<file path="src/rtl/codec74_pkg.sv">
// Shared constants and helpers for the cyclic (7,4) Hamming codec, g(x) = x^3 + x + 1.
// The encoder-side checker uses the same syndrome-to-position map.
package codec74_pkg;

    localparam int N = 7;
    localparam int K = 4;
    localparam logic [2:0] G_POLY = 3'b011;

    typedef enum logic {
        ST_IDLE,
        ST_RECV
    } rx_state_e;

    // One division step: the bit enters at x^0 and the x^3 overflow folds back through g.
    function automatic logic [2:0] lfsr_step(input logic [2:0] s, input logic d);
        return {s[1], s[0], d} ^ ({3{s[2]}} & G_POLY);
    endfunction

    // Syndrome equals x^i mod g(x) for a single error at c_i.
    function automatic logic [2:0] syn2pos(input logic [2:0] s);
        logic [2:0] pos;
        case (s)
            3'b001:  pos = 3'd0;
            3'b010:  pos = 3'd1;
            3'b100:  pos = 3'd2;
            3'b011:  pos = 3'd3;
            3'b110:  pos = 3'd4;
            3'b111:  pos = 3'd5;
            3'b101:  pos = 3'd6;
            default: pos = 3'd0;
        endcase
        return pos;
    endfunction

endpackage

</file>
<file path="src/rtl/syndrome_lfsr.sv">
// Syndrome register: divides the received polynomial by g(x), one bit per shift.
// clr with shift starts a fresh frame from this bit; clr alone empties the register.
module syndrome_lfsr
    import codec74_pkg::*;
(
    input  logic       clk,
    input  logic       rst_n,
    input  logic       clr,
    input  logic       shift,
    input  logic       din,
    output logic [2:0] syn
);

    logic [2:0] syn_q;
    logic [2:0] syn_d;

    always_comb begin
        syn_d = syn_q;
        if (clr && shift) begin
            syn_d = lfsr_step(3'b000, din);
        end else if (clr) begin
            syn_d = 3'b000;
        end else if (shift) begin
            syn_d = lfsr_step(syn_q, din);
        end
    end

    always_ff @(posedge clk or negedge rst_n) begin
        if (!rst_n) begin
            syn_q <= 3'b000;
        end else begin
            syn_q <= syn_d;
        end
    end

    assign syn = syn_q;

endmodule

</file>
<file path="src/rtl/cyclic74_decoder.sv">
// Serial decoder for the systematic cyclic (7,4) Hamming code.
// Collects 7 bits MSB-first, corrects a single error and emits the message in parallel and serially.
module cyclic74_decoder
    import codec74_pkg::*;
#(
    parameter bit CORRECT_EN = 1'b1
) (
    input  logic         clk,
    input  logic         rst_n,
    input  logic         din,
    input  logic         din_valid,
    input  logic         frame_start,
    output logic [K-1:0] word_out,
    output logic         word_valid,
    output logic         err,
    output logic [2:0]   err_pos,
    output logic         dout,
    output logic         dout_valid
);

    rx_state_e    state_q;
    logic [2:0]   bit_cnt_q;
    logic [N-1:0] buf_q;
    logic [2:0]   syn;

    logic         restart;
    logic         last;
    logic         lfsr_clr;
    logic         lfsr_shift;
    logic [N-1:0] frame_full;
    logic [2:0]   syn_full;
    logic [2:0]   pos_full;
    logic         err_full;
    logic [N-1:0] flip_mask;
    logic [N-1:0] corrected;

    logic [K-1:0] word_q;
    logic         word_valid_q;
    logic         err_q;
    logic [2:0]   err_pos_q;
    logic         dout_q;
    logic         dout_valid_q;
    logic [K-2:0] sh_q;
    logic [1:0]   emit_cnt_q;

    // A frame_start always wins, even on what would have been the 7th bit.
    assign restart    = din_valid && frame_start;
    assign last       = din_valid && !frame_start && (state_q == ST_RECV) && (bit_cnt_q == 3'd6);
    assign lfsr_clr   = restart || last;
    assign lfsr_shift = din_valid && ((state_q == ST_RECV) || frame_start) && !last;

    syndrome_lfsr u_lfsr (
        .clk   (clk),
        .rst_n (rst_n),
        .clr   (lfsr_clr),
        .shift (lfsr_shift),
        .din   (din),
        .syn   (syn)
    );

    // Final syndrome includes c0, which is still on din at the closing clock.
    assign frame_full = {buf_q[N-2:0], din};
    assign syn_full   = lfsr_step(syn, din);
    assign err_full   = |syn_full;
    assign pos_full   = syn2pos(syn_full);
    assign flip_mask  = (CORRECT_EN && err_full) ? ({{(N-1){1'b0}}, 1'b1} << pos_full) : '0;
    assign corrected  = frame_full ^ flip_mask;

    always_ff @(posedge clk or negedge rst_n) begin
        if (!rst_n) begin
            state_q   <= ST_IDLE;
            bit_cnt_q <= 3'd0;
            buf_q     <= '0;
        end else if (restart) begin
            state_q   <= ST_RECV;
            bit_cnt_q <= 3'd1;
            buf_q     <= frame_full;
        end else if (state_q == ST_RECV) begin
            if (din_valid) begin
                buf_q     <= frame_full;
                bit_cnt_q <= last ? 3'd0 : bit_cnt_q + 3'd1;
            end else if (bit_cnt_q == 3'd0) begin
                state_q <= ST_IDLE;
            end
        end
    end

    // Output stage: emission runs on clock alone, four cycles per word.
    always_ff @(posedge clk or negedge rst_n) begin
        if (!rst_n) begin
            word_q       <= '0;
            word_valid_q <= 1'b0;
            err_q        <= 1'b0;
            err_pos_q    <= 3'd0;
            dout_q       <= 1'b0;
            dout_valid_q <= 1'b0;
            sh_q         <= '0;
            emit_cnt_q   <= 2'd0;
        end else begin
            word_valid_q <= 1'b0;
            if (last) begin
                word_q       <= corrected[N-1 -: K];
                word_valid_q <= 1'b1;
                err_q        <= err_full;
                err_pos_q    <= pos_full;
                dout_q       <= corrected[N-1];
                dout_valid_q <= 1'b1;
                sh_q         <= corrected[N-2 -: K-1];
                emit_cnt_q   <= 2'd3;
            end else if (emit_cnt_q != 2'd0) begin
                dout_q       <= sh_q[K-2];
                dout_valid_q <= 1'b1;
                sh_q         <= {sh_q[K-3:0], 1'b0};
                emit_cnt_q   <= emit_cnt_q - 2'd1;
            end else begin
                dout_q       <= 1'b0;
                dout_valid_q <= 1'b0;
            end
        end
    end

    assign word_out   = word_q;
    assign word_valid = word_valid_q;
    assign err        = err_q;
    assign err_pos    = err_pos_q;
    assign dout       = dout_q;
    assign dout_valid = dout_valid_q;

endmodule

</file>
<file path="config.mk">
export PLATFORM = sky130hd
export DESIGN_NAME = cyclic74_decoder
export DESIGN_NICKNAME = d
export VERILOG_FILES = /design/src/rtl/codec74_pkg.sv /design/src/rtl/syndrome_lfsr.sv /design/src/rtl/cyclic74_decoder.sv
export SDC_FILE = /design/constraint.sdc
export NUM_CORES = 1
export LEC_CHECK = 0
export ABC_AREA = 1
export CORE_MARGIN = 4
export CORE_UTILIZATION = 40
export CTS_CLUSTER_SIZE = 20
export DETAILED_ROUTE_END_ITERATION = 10
export DONT_BUFFER_PORTS = 1
export SLEW_MARGIN = 20
export SYNTH_ARGS = -nofsm -noshare
export SYNTH_HDL_FRONTEND = slang
export SYNTH_SLANG_ARGS = --single-unit
</file>
<file path="constraint.sdc">
create_clock -name clk -period 3.25 [get_ports clk]
set_clock_uncertainty 0.2 [all_clocks]
set_input_delay 0.325 -clock clk [delete_from_list [all_inputs] [get_ports clk]]
set_output_delay 0.325 -clock clk [all_outputs]
set_load 0.02 [all_outputs]
</file>
# [Yosys cells after proc, flatten, opt, wreduce, memory -nomap -nowiden]
# Cells that the tools add are included.
[word_totals] regBits=29 inputBits=5
[op_classes] n_eq_ne=7 n_reduce_logical=19 shifts=1 bitwise_logic=2 mux=25 add_sub_neg=2
[ops] op="$mux W3" count=9
[ops] op="$mux W6" count=3
[ops] op="$pmux W3 S6" count=1
[ops] op="$eq A3 B3 Y1 const B" count=5
[ops] op="$mux W1" count=9
[ops] op="$reduce_bool A2 Y1" count=4
[ops] op="$logic_and A1 B1 Y1" count=7
[ops] op="$mux W7" count=1
[ops] op="$shl A1 B3 Y7 const A" count=1
[ops] op="$xor A7 B7 Y7" count=1
[ops] op="$eq A3 B2 Y1 const B" count=2
[ops] op="$mux W2" count=2
[ops] op="$add A3 B1 Y3 const B" count=1
[ops] op="$logic_not A3 Y1" count=1
[ops] op="$reduce_bool A3 Y1" count=1
[ops] op="$reduce_or A3 Y1" count=1
[ops] op="$xor A3 B2 Y3" count=1
[ops] op="$logic_not A1 Y1" count=2
[ops] op="$logic_or A1 B1 Y1" count=2
[ops] op="$reduce_and A2 Y1" count=1
[ops] op="$sub A2 B1 Y2 const B" count=1

# [Logic depth before layout (Yosys ltp)]
# Gate-level depths: netlist of the first run.
[logic_depth] word_depth=9 mapped_depth=10 ltp_nobuf=10

# [Modules after synthesis]
# A second synthesis of the first run with hierarchy kept.
[unflattened] hier_cells=168 hier_area_um2=1391.3
[by_module_without_submodules] module="cyclic74_decoder" area_each_um2=1238.7 cells_each=146 instances=1
[by_module_without_submodules] module="syndrome_lfsr" area_each_um2=152.6 cells_each=22 instances=1

# [Worst setup path before layout of the first run]
# Ideal clock, no wire load.
[synth_path] path_type="reg2reg" from="register bit_cnt_q[0]" to="register err_pos_q[2], in the netlist err_pos[2]" setup_ps=92 setup_slack_ps=1757 required_ps=2958 n_path_buf=1 synth_period_minus_slack_ps=1493 path_stages_with_launch=8 arrival_time_ps=1201 path_cell_list="dfrtp_1 inv_1 ha_1 nand3_2 nor2_4 inv_2 buf_6 o31ai_2"
[synth_via] elab_chain_len=2
[synth_lines] element="start, declared" line="cyclic74_decoder.sv:22" rtl="logic [2:0] bit_cnt_q;"
[synth_lines] element="start signal, assigned" line="cyclic74_decoder.sv:81" rtl="bit_cnt_q <= last ? 3'd0 : bit_cnt_q + 3'd1;"
[synth_lines] element="$eq A3 B3 Y1" line="cyclic74_decoder.sv:48" rtl="assign last = din_valid && !frame_start && (state_q == ST_RECV) && (bit_cnt_q == 3'd6);"
[synth_lines] element="$logic_and A1 B1 Y1" line="cyclic74_decoder.sv:48"
[synth_lines] element="end signal, assigned" line="cyclic74_decoder.sv:105" rtl="err_pos_q <= pos_full;"
[synth_lines] element="end, declared" line="cyclic74_decoder.sv:40" rtl="logic [2:0] err_pos_q;"
# Every way passes these cells.
# A chain may end at the register's enable or synchronous reset.

# [Final worst setup path of the first run]
[layout_path] from="input port din_valid" to="register bit_cnt_q[2]"
[layout_via] elab_chain_len=7 elab_cells_between_ends=11 classes_between="mux: 4; reduce/logical: 7"
[layout_lines] element="start, declared" line="cyclic74_decoder.sv:11" rtl="input logic din_valid,"
[layout_lines] element="$logic_and A1 B1 Y1 (3 in a row)" line="cyclic74_decoder.sv:48"
[layout_lines] element="$mux W3" line="cyclic74_decoder.sv:81"
[layout_lines] element="$mux W3" line="cyclic74_decoder.sv:79" rtl="if (din_valid) begin"
[layout_lines] element="$mux W3" line="cyclic74_decoder.sv:78" rtl="end else if (state_q == ST_RECV) begin"
[layout_lines] element="$mux W3" line="cyclic74_decoder.sv:74" rtl="end else if (restart) begin"
# Several ways; a longest one is shown, not always the timed one. The select of a mux whose other input is x is not followed.

==> results of run 1 <==
==> cell usage after synthesis <==
library cell  count  share of area
nand2_2           3          0.014
inv_1            21          0.059
buf_2             2         0.0075
buf_6             1         0.0085
dfrtp_1          29           0.55
nand3_1          11          0.041
inv_2             2         0.0056
nor3_1            1         0.0038
o31ai_2           1         0.0094
xor2_1            1         0.0066
a21oi_1           4          0.015
buf_4             1         0.0056
a31oi_1           3          0.014
nand2_1          37           0.10
nor2_4            1         0.0085
nand4_1           2         0.0094
nand3_2           1         0.0075
ha_1              4          0.038
o22ai_1           2         0.0094
o211ai_1          1         0.0056
o21ai_0          15          0.056
nor2_1            9          0.025
==> worst register-to-register path: stages (launching register included) <==
cell     delay (ps)
dfrtp_1         400
inv_1           100
ha_1            170
nand3_2         100
nor2_4          300
inv_2           170
o21ai_0         110
a21oi_1          90
==> metal layers <==
metal / GRT usage / vias up
met5: 0 / -
met4: 0.0648 / 0
met3: 0.0581 / 6
met2: 0.217 / 24
met1: 0.144 / 467
li1: - / 502
==> how the worst max path moves through the flow <==
stage | start | end | slack, ps
floorplan | bit_cnt_q[0]$_DFFE_PN0P_ | err_pos[2]$_DFFE_PN0P_ | 1760
global placement | bit_cnt_q[0]$_DFFE_PN0P_ | sh_q[1]$_DFFE_PN0P_ | 1560
detailed placement | bit_cnt_q[0]$_DFFE_PN0P_ | sh_q[1]$_DFFE_PN0P_ | 1490
CTS | din_valid | bit_cnt_q[2]$_DFFE_PN0P_ | 1400
global route | din_valid | bit_cnt_q[2]$_DFFE_PN0P_ | 1200
finish | din_valid | bit_cnt_q[2]$_DFFE_PN0P_ | 1410
==> report_power, final <==
part	total, mW	switching [mW]	internal [mW]	leakage [nW]
Clock	0.207	0.125	0.0822	0.0320
Sequential	0.692	0.179	0.513	0.363
Combinational	0.410	0.255	0.155	0.347
==> state kept, by name, summed over array words and instances (netlist names) <==
register,flops
u_lfsr.syn,3
dout,1
word_valid,1
buf_q,6
word_out,4
err_pos,3
bit_cnt_q,3
state_q,1
sh_q,3
err,1
dout_valid,1
emit_cnt_q,2
==> timing repair <==
action / in CTS / in global routing
setup buffers: 0 / 0
hold buffers: 4 / 0
endpoints found under the setup margin: 0 / 0
endpoints found under the hold margin: 35 / 0
==> area by class of cell <==
| type | count | area, µm² | share of cell area |
|---|---|---|---|
| flip-flops and latches | 29 | 726 | 0.497 |
| multi-input cells | 96 | 490 | 0.336 |
| inverters | 23 | 86.3 | 0.0592 |
| well taps | 44 | 55.1 | 0.0377 |
| repair buffers | 4 | 50.0 | 0.0343 |
| clock buffers | 6 | 41.3 | 0.0283 |
| clock inverters | 2 | 10.0 | 0.00686 |
==> metrics by stage <==
step / setup slack, ps / util
global route: 1200 / 0.466
finish: 1410 / 0.466
detailed placement: 1490 / 0.434
floorplan: 1760 / -
CTS: 1400 / 0.466
global placement: 1560 / 0.434
==> cells by family after synthesis <==
group,after synthesis,synth area share
and+or+nand+nor,65,0.214
DFF,29,0.545
buffers and inverters,27,0.0865
AOI/OAI and AO/OA,26,0.110
adders and majority gates,4,0.0376
xor gates and xnor gates,1,0.00658
==> flow_summary.toml, run 1 <==
[grt]
grt_pass1_vias = 967
grt_max_degree = 30
antenna_found_initial = 0
track_usage = 0.132
grt_pass1_wl_mm = 4.25
grt-ovfl-total = 0

[worst_hold_path]
holdPathStages = 2
worstHoldPathType = "in -> reg"
min_from = "frame_start"
whs_endpoint = "state_q$_DFF_PN0_"

[critical_path]
cp_slowest_cell = "dlygate4sd3_1"
cp_max_fo = 21
critPathBufInv = 1
crit_cells = 6
crit_type = "in -> reg"
worst-r2r-setup-slack_ps = 1490
cp_top_family = "simple AND/OR/NAND/NOR gates"
cp_slowest_stage_delay_ps = 600
reg2reg_depth = 7
crit_required_ps = 3300
arrival_ps = 1880
cp_cell_sequence = "dlygate4sd3_1 > nand2_1 > nand2_1 > nand2_1 > xor2_1 > nor3_1"
r2r-start = "bit_cnt_q[0]$_DFFE_PN0P_"
path_common_cell = "nand2_1"
start_kind = "input port"
cp-end-kind = "flop"
r2r_end = "sh_q[1]$_DFFE_PN0P_"

[final_layout]
mostFrequentLayoutCell = "nand2_1"
layout_common_cells = "37 x nand2_1, 29 x dfrtp_1, 21 x inv_1"
fillers = 324
insertedDiodeCount = 0
nets = 168
area_delta_synth_final_pct = 9.59
drive_above_1_share = 0.100
layoutNonFillerInstCount = 204
design_area_mm2 = 0.00146

[route]
via_per_inst = 4.90
drc = 0
vias = 999
wl_met1_mm = 1.06
drt-initial-drc-count = 36
routed_wl_mm = 2.45
dr.max_layer_used = "met4"
dr.pass1.iters = 4
met3WireLength_um = 160
postRouteAntennaNets = 0
wl_per_cell_um = 12.0
wl_met2_mm = 1.17

[clock_network]
cts-root-buf = "clkbuf_4"
clk_pin_slew_ps = 90
htreeDepth = 2
worstSkewPairLatency_ps = 330
numCtsBuffers = 5
clock_sinks = 29
post_cts_resized = 0
clockBufferDepth = 2
cts_tree = "built"

[die]
die_area_mm2 = 0.00432
start_util = 0.426
die_y_um = 65.7
num_io_pins = 16
die_w_um = 65.7
fp-row-count = 20
coreArea_mm2 = 0.00313

[outcome]
status = "complete, no violations"

[pwr]
power_density_mw_per_mm2 = 898
total_power_mw = 1.31
peakVddDrop_uv = 214
power_leakage_nw = 0.742

[sta]
layout_min_cycle_time_ps = 1840
rsz0062_at_grt = "false"
hold_viol_final = 0
fin_crit_sh = 0.565
setup-tns-final_ps = 0
max_freq_mhz = 545
setup_viol = 0
tightest_slew_ps = 575
max_slew_margin = 0.616
slew_viol_final = 0
timing.hold.ws_ps = 8.75

[logic_synthesis]
synth_area_mm2 = 0.00133
ys_ff_latch = 29
synth.distinct_cells = 22
yosysWarnings = 0
syn_area_per_cell_um2 = 8.76
synthCells = 152
synth_seq_area_share = 0.545
synthesis.nets = 161

[placed_design]
postPlaceCellArea_mm2 = 0.00136
dp_hpwl_mm = 1.77
gp_congestion = 0.755
io_buffers = 0
placedCellCount = 192

[flow_run]
cap_violations = 0
Note: power is estimated with default switching activity, not from simulation.
==> run 2: changes to the inputs <==
- clock period: 3.25 -> 1.5 ns (I/O delays scaled with it)
==> flow_summary.toml, run 2 (synthesis results as in run 1) <==
[pwr]
power_leakage_nw = 0.825
power_density_mw_per_mm2 = 1930
peakVddDrop_uv = 622
p_clk_frac = 0.168
seqPwrFrac = 0.462
p_sw_frac = 0.415
power.internal_mw = 1.91
p_sw_mw = 1.36
power_frac_comb = 0.370

[sta]
max_freq_mhz = 631
fin_crit_sh = 1.06
rsz0062_at_grt = "true"
setup_viol = 14
slew_viol_final = 0
layout_min_cycle_time_ps = 1590
max_slew_margin = 0.810
hold_viol_final = 0
fin_ws_ps = -85.7
setup-tns-final_ps = -565
tightest_slew_ps = 284

[critical_path]
arrival_ps = 1600
cp_max_fo = 8
start_kind = "flop"
cp_slowest_stage_delay_ps = 440
cp-end-kind = "flop"
path_common_cell = "buf_6"
cp_slowest_cell = "dfrtp_1"
cp_cell_sequence = "ha_4 > nand3_4 > nor2_4 > buf_12 > buf_6 > buf_6 > a21oi_2 > o21ai_1"
crit_type = "reg -> reg"
crit_required_ps = 1520

[placed_design]
io_buffers = 0
dp_hpwl_mm = 1.81
gp_congestion = 0.804

[outcome]
violations = "setup timing"
status = "finished, violations left"

[die]
start_util = 0.426
fp-row-count = 20
die_area_mm2 = 0.00432
num_io_pins = 16
die_y_um = 65.7
die_w_um = 65.7
coreArea_mm2 = 0.00313

[route]
via_per_inst = 4.96
vias = 1072
postRouteAntennaNets = 0
routed_wl_mm = 2.72
wl_per_cell_um = 12.6
drc = 0
drt-initial-drc-count = 58
dr.pass1.iters = 4

[final_layout]
regMostFlops = "buf_q"
largest_reg_flops = 6
layout_common_cells = "36 x nand2_1, 29 x dfrtp_1, 18 x inv_1"
final_core_util = 0.543
register_area_um2 = 726
insertedDiodeCount = 0
multi_input_area_um2 = 572
drive_above_1_share = 0.244
fillers = 288
area_delta_synth_final_pct = 27.5
mostFrequentLayoutCell = "nand2_1"
nets = 180

[flow_run]
cap_violations = 0

[grt]
grt_max_degree = 30
grt-busiest-layer = "met2"
grtUsageMet2 = 0.240
grt_pass1_wl_mm = 4.69
antenna_found_initial = 0
gr-usage-met1 = 0.164
grt_pass1_vias = 1041
grt-ovfl-total = 0
met3_usage = 0.0427
track_usage = 0.143

[clock_network]
numCtsBuffers = 5
worstSkewPairLatency_ps = 330
cts_tree = "built"
cts-root-buf = "clkbuf_4"
clock_sinks = 29
htreeDepth = 2
clockBufferDepth = 2
clk_pin_slew_ps = 100

[worst_hold_path]
worstHoldPathType = "in -> reg"
## run 2: final timing paths
kind / startpoint / end / slack, ps / cells past startpoint
max in group asynchronous: rst_n / word_out[3]$_DFFE_PN0P_ / 880 / 2
hold reg to reg: buf_q[1]$_DFFE_PN0P_ / buf_q[2]$_DFFE_PN0P_ / 290 / 2
hold / removal: din / u_lfsr.syn[0]$_DFFE_PN0P_ / 40 / 6
setup / recovery: bit_cnt_q[1]$_DFFE_PN0P_ / emit_cnt_q[0]$_DFFE_PN0P_ / -90 / 8
min in group asynchronous: rst_n / sh_q[1]$_DFFE_PN0P_ / 50 / 2
setup reg to reg: bit_cnt_q[1]$_DFFE_PN0P_ / emit_cnt_q[0]$_DFFE_PN0P_ / -90 / 8
## run 2: area by class of cell
type | instances | share of cell area
well taps | 44 | 0.0324
repair buffers | 15 | 0.103
multi-input cells | 96 | 0.337
flip-flops and latches | 29 | 0.427
inverters | 23 | 0.0553
clock buffers | 7 | 0.0383
clock inverters | 1 | 0.00295
repair inverters | 1 | 0.00368
## run 2: per-layer routing
layer / share of wire / vias up
met2: 0.50 / 31
met4: 0.029 / 0
li1: - / 525
met1: 0.42 / 504
met5: 0 / -
met3: 0.055 / 12
## run 2: stage by stage
| step | instance area (µm²) | power [mW] | hold slack [ps] | cells | setup WS, ps |
|---|---|---|---|---|---|
| after floorplan | 1330 | 2.18 | -346 | 152 | 7.20 |
| after CTS | 1620 | 3.19 | 28.7 | 214 | -73.8 |
| after detailed placement | 1410 | 2.48 | -345 | 197 | -106 |
| after global placement | 1410 | 2.45 | -345 | 197 | -34.6 |
| final | 1700 | 3.27 | 37.7 | 216 | -85.7 |
| after global routing | 1700 | 3.56 | 64.2 | 216 | -151 |
## run 2: critical path, delay by kind of cell (launching register included)
family / cells / cell delay [ps]
buffers and inverters: 3 / 370
DFF: 1 / 440
and+or+nand+nor: 2 / 120
AOI/OAI and AO/OA: 2 / 160
adders and majority gates: 1 / 180
## run 2: repair_timing
item,in CTS,in global routing
endpoints found under the hold margin,43,0
pin swaps,4,3
resized for setup,14,16
hold buffers,5,0
gates cloned,0,1
setup endpoints to repair,19,21
buffers inserted,4,1
## run 2: power by group through the flow
stage | Clock (mW) | Combinational (mW) | Sequential [mW]
CTS | 0.570 | 1.11 | 1.51
finish | 0.550 | 1.21 | 1.51
detailed placement | 0 | 0.974 | 1.51
floorplan | 0 | 0.735 | 1.45
global placement | 0 | 0.951 | 1.50
global route | 0.607 | 1.39 | 1.56
